===== src/rtl/modbus_frame_scheduler_pkg.sv =====
// Shared types and constants for the Modbus RTU frame scheduler and CRC logic.
// Latency: n/a (declarations only).
// Backpressure: n/a.
package modbus_pkg;

    typedef enum logic [2:0] {
        IDLE,
        CRC,
        SEND,
        NEXT,
        GAP
    } state_t;

    localparam logic [15:0] CRC_INIT    = 16'hFFFF;
    localparam logic [15:0] CRC_POLY    = 16'hA001;
    localparam int          FRAME_LEN   = 7;
    localparam int          PAYLOAD_LEN = 5;

    // One LSB-first step of the reflected Modbus CRC-16. The incoming bit is
    // folded into the LSB before the shift, which matches the byte-wise
    // "xor byte into low half, then shift eight times" formulation.
    function automatic logic [15:0] crc16_bit_step(input logic [15:0] crc_in,
                                                   input logic        din);
        logic fb;
        fb = crc_in[0] ^ din;
        crc16_bit_step = {1'b0, crc_in[15:1]} ^ (fb ? CRC_POLY : 16'h0000);
    endfunction

endpackage


===== src/rtl/modbus_frame_scheduler_if.sv =====
// Requester + byte-transmitter side signals of the Modbus frame scheduler.
// Ports: Req_Sig/Req_Data/BPS_CLK/TX_Done_Sig into the scheduler,
// TX_En_Sig/TX_Data/Busy_Sig/Frame_Done_Sig/Drop_Sig out of it.
interface modbus_frame_scheduler_if;

    logic       Req_Sig;
    logic [7:0] Req_Data;
    logic       BPS_CLK;
    logic       TX_Done_Sig;
    logic       TX_En_Sig;
    logic [7:0] TX_Data;
    logic       Busy_Sig;
    logic       Frame_Done_Sig;
    logic       Drop_Sig;

    // master: the scheduler itself
    modport master (
        input  Req_Sig, Req_Data, BPS_CLK, TX_Done_Sig,
        output TX_En_Sig, TX_Data, Busy_Sig, Frame_Done_Sig, Drop_Sig
    );

    // slave: requester / transmitter environment around the scheduler
    modport slave (
        output Req_Sig, Req_Data, BPS_CLK, TX_Done_Sig,
        input  TX_En_Sig, TX_Data, Busy_Sig, Frame_Done_Sig, Drop_Sig
    );

endinterface


===== src/rtl/modbus_crc16_serial.sv =====
// Bit-serial Modbus CRC-16 (init FFFF, reflected poly A001), LSB first.
// Latency: one CLK per bit; crc reflects the bit on the following cycle.
// Backpressure: none; bit_en gates the update, clear restores the init value.
module modbus_crc16_serial
    import modbus_pkg::*;
(
    input  logic        CLK,
    input  logic        RST,
    input  logic        clear,
    input  logic        bit_en,
    input  logic        data_bit,
    output logic [15:0] crc
);

    always_ff @(posedge CLK) begin
        if (RST || clear) begin
            crc <= CRC_INIT;
        end else if (bit_en) begin
            crc <= crc16_bit_step(crc, data_bit);
        end
    end

endmodule


===== src/rtl/modbus_frame_scheduler.sv =====
// Sequences the byte UART into one 7-byte Modbus RTU frame per request, with
// hardware CRC, inter-frame silence and a one-deep pending request slot.
// Latency: first byte enabled 41 cycles after Req_Sig (40 CRC cycles).
// Backpressure: each byte held until TX_Done_Sig; extra requests dropped when slot full.
// Ports: CLK, RST (sync, active-high), bus (master modport of modbus_frame_scheduler_if).
module modbus_frame_scheduler
    import modbus_pkg::*;
#(
    parameter logic [7:0]  SLAVE_ADDR = 8'h02,
    parameter logic [7:0]  FUNC_CODE  = 8'h02,
    parameter logic [7:0]  DATA2      = 8'h00,
    parameter logic [7:0]  DATA1      = 8'h00,
    parameter int unsigned GAP_BITS   = 39
)(
    input  logic                      CLK,
    input  logic                      RST,
    modbus_frame_scheduler_if.master  bus
);

    localparam logic [5:0] GAP_LAST  = 6'(GAP_BITS);
    localparam logic [5:0] CRC_LAST  = 6'(PAYLOAD_LEN * 8 - 1);
    localparam logic [2:0] BYTE_LAST = 3'(FRAME_LEN - 1);

    state_t      state;
    logic [2:0]  byte_idx;
    logic [5:0]  bit_cnt;
    logic [5:0]  gap_cnt;
    logic [7:0]  data0;
    logic        pend_vld;
    logic [7:0]  pend_dat;

    logic        tx_en_q;
    logic [7:0]  tx_data_q;
    logic        busy_q;
    logic        frame_done_q;
    logic        drop_q;

    logic [15:0] crc;
    logic        crc_clear;
    logic        crc_bit_en;
    logic        crc_din;
    logic [7:0]  crc_byte;
    logic [5:0]  gap_nxt;
    logic        gap_final;

    // Bytes 0..4 of the frame: the fixed header plus the captured payload byte.
    function automatic logic [7:0] payload_byte(input logic [2:0] idx,
                                                input logic [7:0] d0);
        case (idx)
            3'd0:    payload_byte = SLAVE_ADDR;
            3'd1:    payload_byte = FUNC_CODE;
            3'd2:    payload_byte = DATA2;
            3'd3:    payload_byte = DATA1;
            default: payload_byte = d0;
        endcase
    endfunction

    // Full frame: CRC goes out low byte first.
    function automatic logic [7:0] frame_byte(input logic [2:0]  idx,
                                              input logic [7:0]  d0,
                                              input logic [15:0] c);
        case (idx)
            3'd5:    frame_byte = c[7:0];
            3'd6:    frame_byte = c[15:8];
            default: frame_byte = payload_byte(idx, d0);
        endcase
    endfunction

    // bit_cnt[5:3] walks bytes 0..4, bit_cnt[2:0] walks bits LSB first.
    assign crc_byte   = payload_byte(bit_cnt[5:3], data0);
    assign crc_din    = crc_byte[bit_cnt[2:0]];
    assign crc_bit_en = (state == CRC);
    // The CRC is only read while sending, so it can sit at its init value
    // whenever no frame is being computed or transmitted.
    assign crc_clear  = (state == IDLE) || (state == GAP);

    assign gap_nxt   = (gap_cnt >= GAP_LAST) ? GAP_LAST : gap_cnt + 6'd1;
    assign gap_final = bus.BPS_CLK && (gap_nxt == GAP_LAST);

    modbus_crc16_serial u_crc (
        .CLK      (CLK),
        .RST      (RST),
        .clear    (crc_clear),
        .bit_en   (crc_bit_en),
        .data_bit (crc_din),
        .crc      (crc)
    );

    always_ff @(posedge CLK) begin
        if (RST) begin
            state        <= IDLE;
            byte_idx     <= 3'd0;
            bit_cnt      <= 6'd0;
            gap_cnt      <= 6'd0;
            data0        <= 8'h00;
            pend_vld     <= 1'b0;
            pend_dat     <= 8'h00;
            tx_en_q      <= 1'b0;
            tx_data_q    <= 8'h00;
            busy_q       <= 1'b0;
            frame_done_q <= 1'b0;
            drop_q       <= 1'b0;
        end else begin
            frame_done_q <= 1'b0;
            drop_q       <= 1'b0;

            // Requests arriving mid-frame go to the pending slot; the GAP exit
            // branch below may override this when it consumes the slot.
            if (state != IDLE && bus.Req_Sig) begin
                if (!pend_vld) begin
                    pend_vld <= 1'b1;
                    pend_dat <= bus.Req_Data;
                end else begin
                    drop_q <= 1'b1;
                end
            end

            case (state)
                IDLE: begin
                    if (bus.Req_Sig) begin
                        data0   <= bus.Req_Data;
                        bit_cnt <= 6'd0;
                        busy_q  <= 1'b1;
                        state   <= CRC;
                    end
                end

                CRC: begin
                    bit_cnt <= bit_cnt + 6'd1;
                    if (bit_cnt == CRC_LAST) begin
                        bit_cnt   <= 6'd0;
                        byte_idx  <= 3'd0;
                        tx_en_q   <= 1'b1;
                        tx_data_q <= SLAVE_ADDR;
                        state     <= SEND;
                    end
                end

                SEND: begin
                    if (bus.TX_Done_Sig) begin
                        tx_en_q <= 1'b0;
                        state   <= NEXT;
                    end
                end

                // One low cycle lets the transmitter's step counter rewind.
                NEXT: begin
                    if (byte_idx == BYTE_LAST) begin
                        gap_cnt <= 6'd0;
                        state   <= GAP;
                    end else begin
                        byte_idx  <= byte_idx + 3'd1;
                        tx_en_q   <= 1'b1;
                        tx_data_q <= frame_byte(byte_idx + 3'd1, data0, crc);
                        state     <= SEND;
                    end
                end

                GAP: begin
                    if (bus.BPS_CLK) begin
                        gap_cnt <= gap_nxt;
                        if (gap_final) begin
                            frame_done_q <= 1'b1;
                            bit_cnt      <= 6'd0;
                            if (pend_vld) begin
                                // Any simultaneous request was already flagged
                                // as dropped above since the slot was full.
                                data0    <= pend_dat;
                                pend_vld <= 1'b0;
                                state    <= CRC;
                            end else if (bus.Req_Sig) begin
                                data0    <= bus.Req_Data;
                                pend_vld <= 1'b0;
                                state    <= CRC;
                            end else begin
                                busy_q <= 1'b0;
                                state  <= IDLE;
                            end
                        end
                    end
                end

                default: state <= IDLE;
            endcase
        end
    end

    assign bus.TX_En_Sig      = tx_en_q;
    assign bus.TX_Data        = tx_data_q;
    assign bus.Busy_Sig       = busy_q;
    assign bus.Frame_Done_Sig = frame_done_q;
    assign bus.Drop_Sig       = drop_q;

endmodule

===== src/flat_wrapper.sv =====
// flat-port wrapper written by rule: the top's interface ports become plain ports
module modbus_frame_scheduler_flat import modbus_pkg::*;
#(
    parameter logic [7:0]  SLAVE_ADDR = 8'h02,
    parameter logic [7:0]  FUNC_CODE  = 8'h02,
    parameter logic [7:0]  DATA2      = 8'h00,
    parameter logic [7:0]  DATA1      = 8'h00,
    parameter int unsigned GAP_BITS   = 39
)
  (CLK, RST, bus_Req_Sig, bus_Req_Data, bus_BPS_CLK, bus_TX_Done_Sig, bus_TX_En_Sig, bus_TX_Data, bus_Busy_Sig, bus_Frame_Done_Sig, bus_Drop_Sig);
  modbus_frame_scheduler_if bus_i ();
  input  logic CLK;
  input  logic RST;
  input wire logic [$bits(bus_i.Req_Sig)-1:0] bus_Req_Sig;
  input wire logic [$bits(bus_i.Req_Data)-1:0] bus_Req_Data;
  input wire logic [$bits(bus_i.BPS_CLK)-1:0] bus_BPS_CLK;
  input wire logic [$bits(bus_i.TX_Done_Sig)-1:0] bus_TX_Done_Sig;
  output wire logic [$bits(bus_i.TX_En_Sig)-1:0] bus_TX_En_Sig;
  output wire logic [$bits(bus_i.TX_Data)-1:0] bus_TX_Data;
  output wire logic [$bits(bus_i.Busy_Sig)-1:0] bus_Busy_Sig;
  output wire logic [$bits(bus_i.Frame_Done_Sig)-1:0] bus_Frame_Done_Sig;
  output wire logic [$bits(bus_i.Drop_Sig)-1:0] bus_Drop_Sig;
  assign bus_i.Req_Sig = bus_Req_Sig;
  assign bus_i.Req_Data = bus_Req_Data;
  assign bus_i.BPS_CLK = bus_BPS_CLK;
  assign bus_i.TX_Done_Sig = bus_TX_Done_Sig;
  assign bus_TX_En_Sig = bus_i.TX_En_Sig;
  assign bus_TX_Data = bus_i.TX_Data;
  assign bus_Busy_Sig = bus_i.Busy_Sig;
  assign bus_Frame_Done_Sig = bus_i.Frame_Done_Sig;
  assign bus_Drop_Sig = bus_i.Drop_Sig;
  modbus_frame_scheduler #(.SLAVE_ADDR(SLAVE_ADDR), .FUNC_CODE(FUNC_CODE), .DATA2(DATA2), .DATA1(DATA1), .GAP_BITS(GAP_BITS)) u_core (.CLK(CLK), .RST(RST), .bus(bus_i));
endmodule

===== config.mk =====
export PLATFORM = sky130hd
export DESIGN_NAME = modbus_frame_scheduler_flat
export DESIGN_NICKNAME = d
export VERILOG_FILES = /design/src/rtl/modbus_frame_scheduler_pkg.sv /design/src/rtl/modbus_frame_scheduler_if.sv /design/src/rtl/modbus_crc16_serial.sv /design/src/rtl/modbus_frame_scheduler.sv /design/src/flat_wrapper.sv
export SDC_FILE = /design/constraint.sdc
export NUM_CORES = 1
export LEC_CHECK = 0
export ABC_AREA = 1
export CAP_MARGIN = 20
export CORE_ASPECT_RATIO = 1.75
export CORE_MARGIN = 1.5
export CORE_UTILIZATION = 48
export CTS_CLUSTER_DIAMETER = 100
export DETAILED_ROUTE_END_ITERATION = 7
export PLACE_DENSITY_LB_ADDON = 0.12
export SETUP_SLACK_MARGIN = 0.1
export SLEW_MARGIN = 20
export SYNTH_ARGS = -nofsm -noshare
export SYNTH_HDL_FRONTEND = slang
export SYNTH_SLANG_ARGS = --single-unit

===== constraint.sdc =====
create_clock -name CLK -period 2.7 [get_ports CLK]
set_clock_uncertainty 0.15 [all_clocks]
set_input_delay 0.81 -clock CLK [delete_from_list [all_inputs] [get_ports CLK]]
set_output_delay 0.81 -clock CLK [all_outputs]
set_load 0.01 [all_outputs]

==> results.md <==
Run status:
- The run finished with clean final reports.

Clock network:
- The clock tree from TritonCTS is built.
- The source-to-sink clock delay at the later pin of the worst-skew pair is 0.34 ns.
- The number of buffers added by the clock tree synthesis step is 9.
- The longest clock path from root to sink contains 2 buffers.
- The number of hold buffers added after cts is 0.
- The register clock-pin slew on the reported worst setup and hold paths is 0.05 ns.
- Gates resized during post-CTS repair numbered 0.
- The clock tree synthesis step divided the H-tree into 3 levels.
- CTS placed an instance of clkbuf_16 at the clock tree root.
- The number of setup buffers added after CTS is 0.
- The clock sink count is 63.

Placement:
- The routability congestion estimate from global placement is 0.887.
- The count of input and output buffers is 24.
- Summed over all nets, the half-perimeter wirelength after detailed placement is 5.86 mm.

Worst setup path:
- The arrival time reported for the critical path endpoint is 1.22 ns.
- STA puts the critical path data required time at 1.74 ns.
- Counting both buffers and inverters, the worst setup path holds a total of 1.
- STA classifies the critical path startpoint as a register.
- The signal on the critical path passes through clkdlybuf4s50_1.
- The number of cells on the critical path is 1.
- The critical-path cell with the highest stage delay is clkdlybuf4s50_1.
- The cell class contributing the biggest share of worst-path delay is buffers and inverters.
- The maximum fanout count along the critical path is 2.
- The register-to-register path setup slack is 0.59 ns.
- The path depth of the worst reg2reg path is 13.
- The critical path is of the reg -> out type.
- The worst stage delay on the critical path is 0.54 ns.
- The critical path capture point type is an output port.
- The worst reg2reg path endpoint is u_core.bit_cnt[0]$_SDFFE_PP0P_.
- The startpoint identified for the worst register-to-register timing path is u_core.gap_cnt[0]$_SDFFE_PP0P_.
- The critical path ends at bus_TX_Data[1].
- The source of the critical timing path is u_core.bus.TX_Data[1]$_SDFFE_PP0P_.

Logic synthesis:
- The number of nets produced by synthesis is 487.
- The dominant combinational cell family by area after synthesis is simple AND/OR/NAND/NOR gates.
- The synthesized netlist cell count is 466.
- The most area-hungry cell type in the Yosys netlist is dfxtp_1.
- The proportion of synthesized area in mux cells is 0%.
- Counting flops with an async set or reset pin after synthesis yields a share of 0%.
- The dominant register cell in the synthesized netlist is dfxtp_1.
- The fraction of synthesized cell area taken by the top area cell type is 38.5%.
- The number of synthesized flops with an enable pin is 0.
- Yosys attributes the largest share of cell area to dfxtp_1, nand2_1, a21oi_1, nand3_1, inv_1.
- After synthesis the netlist holds a flip-flop and latch count of 63.
- The average cell area after synthesis is 7.03 um2.
- Yosys printed 0 warnings.
- The synthesized netlist devotes 31.0% of its cell area to simple gates.
- The synthesized-area fraction occupied by xor and xnor cells is 1.64%.
- The number of different library cells in the post-synthesis netlist is 37.
- The cell area that synthesis handed to floorplanning was 0.00328 mm2.
- The complex-gate fraction of the synthesized area is 17.5%.
- Of the total synthesized cell area, the portion taken by full adders, half adders and majority gates is 3.06%.
- The share of the yosys chip area belonging to registers is 38.5%.

Global routing:
- The via count of the first global-routing pass was 2842.
- The total congestion overflow after global routing is 0.
- The first global-routing pass estimated 13.1 mm of wire.
- For this run, the total global-route usage over all layers was measured as 23.3%.
- Entering global routing, the biggest net connects 37 pins.
- The number of antenna violations at the first check in global routing is 0.

STA:
- The transition time at the pin with the least slew margin is 0.472 ns.
- The final count of hold timing violations is 0.
- The relative slew slack is 68.5%.
- Setup violations remaining at the end of the flow were counted as 0.
- Setup repair after global routing left no endpoint under its margin.
- Derived from the worst setup path, the maximum achievable clock frequency is 0.459 GHz.
- For the final routed database, the setup TNS stands at 0 ns.
- The tightest hold path in the finished design has a slack of 0.314 ns.
- The max-slew violation count is 0.
- In the finished design, the share of the clock period the worst path needs comes to 80.6%.
- The smallest clock period supported by the final layout is computed as 2.18 ns.

Floorplan:
- The initial core utilization is 49.7%.
- In this run the vertical extent of the chip is 112 um.
- The die footprint is 0.00735 mm2.
- For this design the top-level I/O count stands at 25.
- From left edge to right edge, the die measures 65.4 um.
- The number of rows created at floorplan is 39.
- In this run the standard cell core region covers 0.00659 mm2.

Power and ir drop:
- Power spread over the standard cell area amounts to 930 mW/mm2.
- The leakage power is 1.65 nW.
- Combinational cells account for 31.9% of the total power.
- Internal power comes to 2.31 mW.
- The clock power share is 32.7%.
- In this run the power spent charging and discharging nets is 1.31 mW.
- Per report_power, the sequential group accounts for 35.4% of the total.
- Across the VDD grid, the largest voltage drop is 0.533 mV.
- Net switching is 36.2% of the power.

Final layout:
- In the layout the commonest cells are nand2_1, dfxtp_1, a21oi_1, nand3_1, inv_1.
- The net count reported at finish is 511.
- The synthesis-to-layout area growth is 19.0%.
- The number of diodes added for antenna fixing is 0.
- Leaving out fill and tap cells, the most frequent cell in the layout is nand2_1.
- The post-route netlist has 10.7% of its cells at a drive strength greater than 1.

Drt:
- The aggregate routed wire length is 7.88 mm.
- The antenna violation net count after detailed routing is 0.
- Using the TritonRoute via totals, the vias-per-cell ratio works out to 5.30.
- In the routed design, unresolved DRC markers number 0.
- The final routed wire length divided by cell count is 13.6 um.
- The detailed router placed 3060 vias in this run.
- The number of DRC markers after the initial detailed-route iteration is 194.
- The pre-antenna-repair detailed-routing pass consisted of 4 iterations.

Min path:
- In this run the worst hold path is classified as reg -> reg.

Job:
- The tool flagged a number of max-cap violations equal to 0.
## registers in the layout, summed over array words and instances, names as in the netlist
name / flops
u_core.bit_cnt: 6
u_core.bus.TX_En_Sig: 1
u_core.u_crc.crc: 16
u_core.state: 3
u_core.byte_idx: 3
u_core.pend_vld: 1
u_core.bus.Drop_Sig: 1
u_core.data0: 8
u_core.bus.TX_Data: 8
u_core.bus.Busy_Sig: 1
u_core.gap_cnt: 6
u_core.bus.Frame_Done_Sig: 1
u_core.pend_dat: 8
## final cells by class
cell class                 count  area (um2)
fill                         630        2690
multi-input combinational    338        1740
sequential                    63        1260
timing repair buffer          33         308
clock buffer                  13         270
inverter                      45         176
tap                           82         103
clock inverter                 3        40.0
## metal layers
metal	vias to the layer above	global-route usage, %	part of all wire (%)
li1	1595	-	-
met1	1398	25.0	41
met2	49	41.6	53
met3	18	4.41	2.8
met4	0	12.9	3.2
met5	-	0	0
## cells by family (layout without fill, tap and decap cells)
group | Yosys count | count (layout)
AND/OR/NAND/NOR | 224 | 224
AO/OA/AOI/OAI | 102 | 102
buffers and inverters | 65 | 94
flip-flops | 63 | 63
adder cells (fa/ha/maj) | 8 | 8
XOR/XNOR | 4 | 4
## worst min path at each step
stage          depth (start not counted)                               start                                  to  slack, ns
2_1_floorplan                          2     u_core.pend_dat[1]$_SDFFE_PP0P_     u_core.pend_dat[1]$_SDFFE_PP0P_       0.29
3_3_place_gp                           2    u_core.bus.Busy_Sig$_SDFFE_PP0P_    u_core.bus.Busy_Sig$_SDFFE_PP0P_       0.30
3_5_place_dp                           2  u_core.bus.TX_Data[4]$_SDFFE_PP0P_  u_core.bus.TX_Data[4]$_SDFFE_PP0P_       0.31
4_1_cts                                2  u_core.bus.TX_Data[4]$_SDFFE_PP0P_  u_core.bus.TX_Data[4]$_SDFFE_PP0P_       0.31
5_1_grt                                2  u_core.bus.TX_Data[4]$_SDFFE_PP0P_  u_core.bus.TX_Data[4]$_SDFFE_PP0P_       0.33
6_report                               2    u_core.bus.Busy_Sig$_SDFFE_PP0P_    u_core.bus.Busy_Sig$_SDFFE_PP0P_       0.31
## through the flow
| stage | area [um2] | total power, mW | setup WS, ns | cells | utilization (%) |
|---|---|---|---|---|---|
| after floorplan | 3280 | 2.11 | 0.680 | 466 | - |
| after global placement | 3590 | 2.43 | 0.293 | 561 | 54.5 |
| after detailed placement | 3590 | 2.45 | 0.266 | 561 | 54.5 |
| after CTS | 3900 | 3.64 | 0.508 | 577 | 59.2 |
| after global routing | 3900 | 3.86 | 0.339 | 577 | 59.2 |
| final | 3900 | 3.62 | 0.523 | 577 | 59.2 |
## cell usage after synthesis, types with 2 or more instances
master      n
nand2_1   123
dfxtp_1    63
a21oi_1    55
nand3_1    52
inv_1      36
nor2_1     22
o21ai_0    15
o21ai_1    13
o211ai_1   12
clkbuf_1   11
ha_1        8
buf_2       6
inv_2       5
nand4_1     5
nand3_2     4
inv_4       3
nand2_2     3
nand2_4     3
nor2_2      3
buf_4       2
nor3_1      2
nor3_2      2
o22ai_1     2
or2_2       2
xor2_1      2
## power groups by stage
| stage | sequential (mW) | combinational (mW) | clock (mW) |
|---|---|---|---|
| finish | 1.28 | 1.15 | 1.19 |
| global route | 1.30 | 1.30 | 1.25 |
| CTS | 1.28 | 1.16 | 1.21 |
| detailed placement | 1.30 | 1.15 | 0 |
| global placement | 1.29 | 1.14 | 0 |
| floorplan | 1.24 | 0.869 | 0 |
Power figures use the tool's default switching activity.
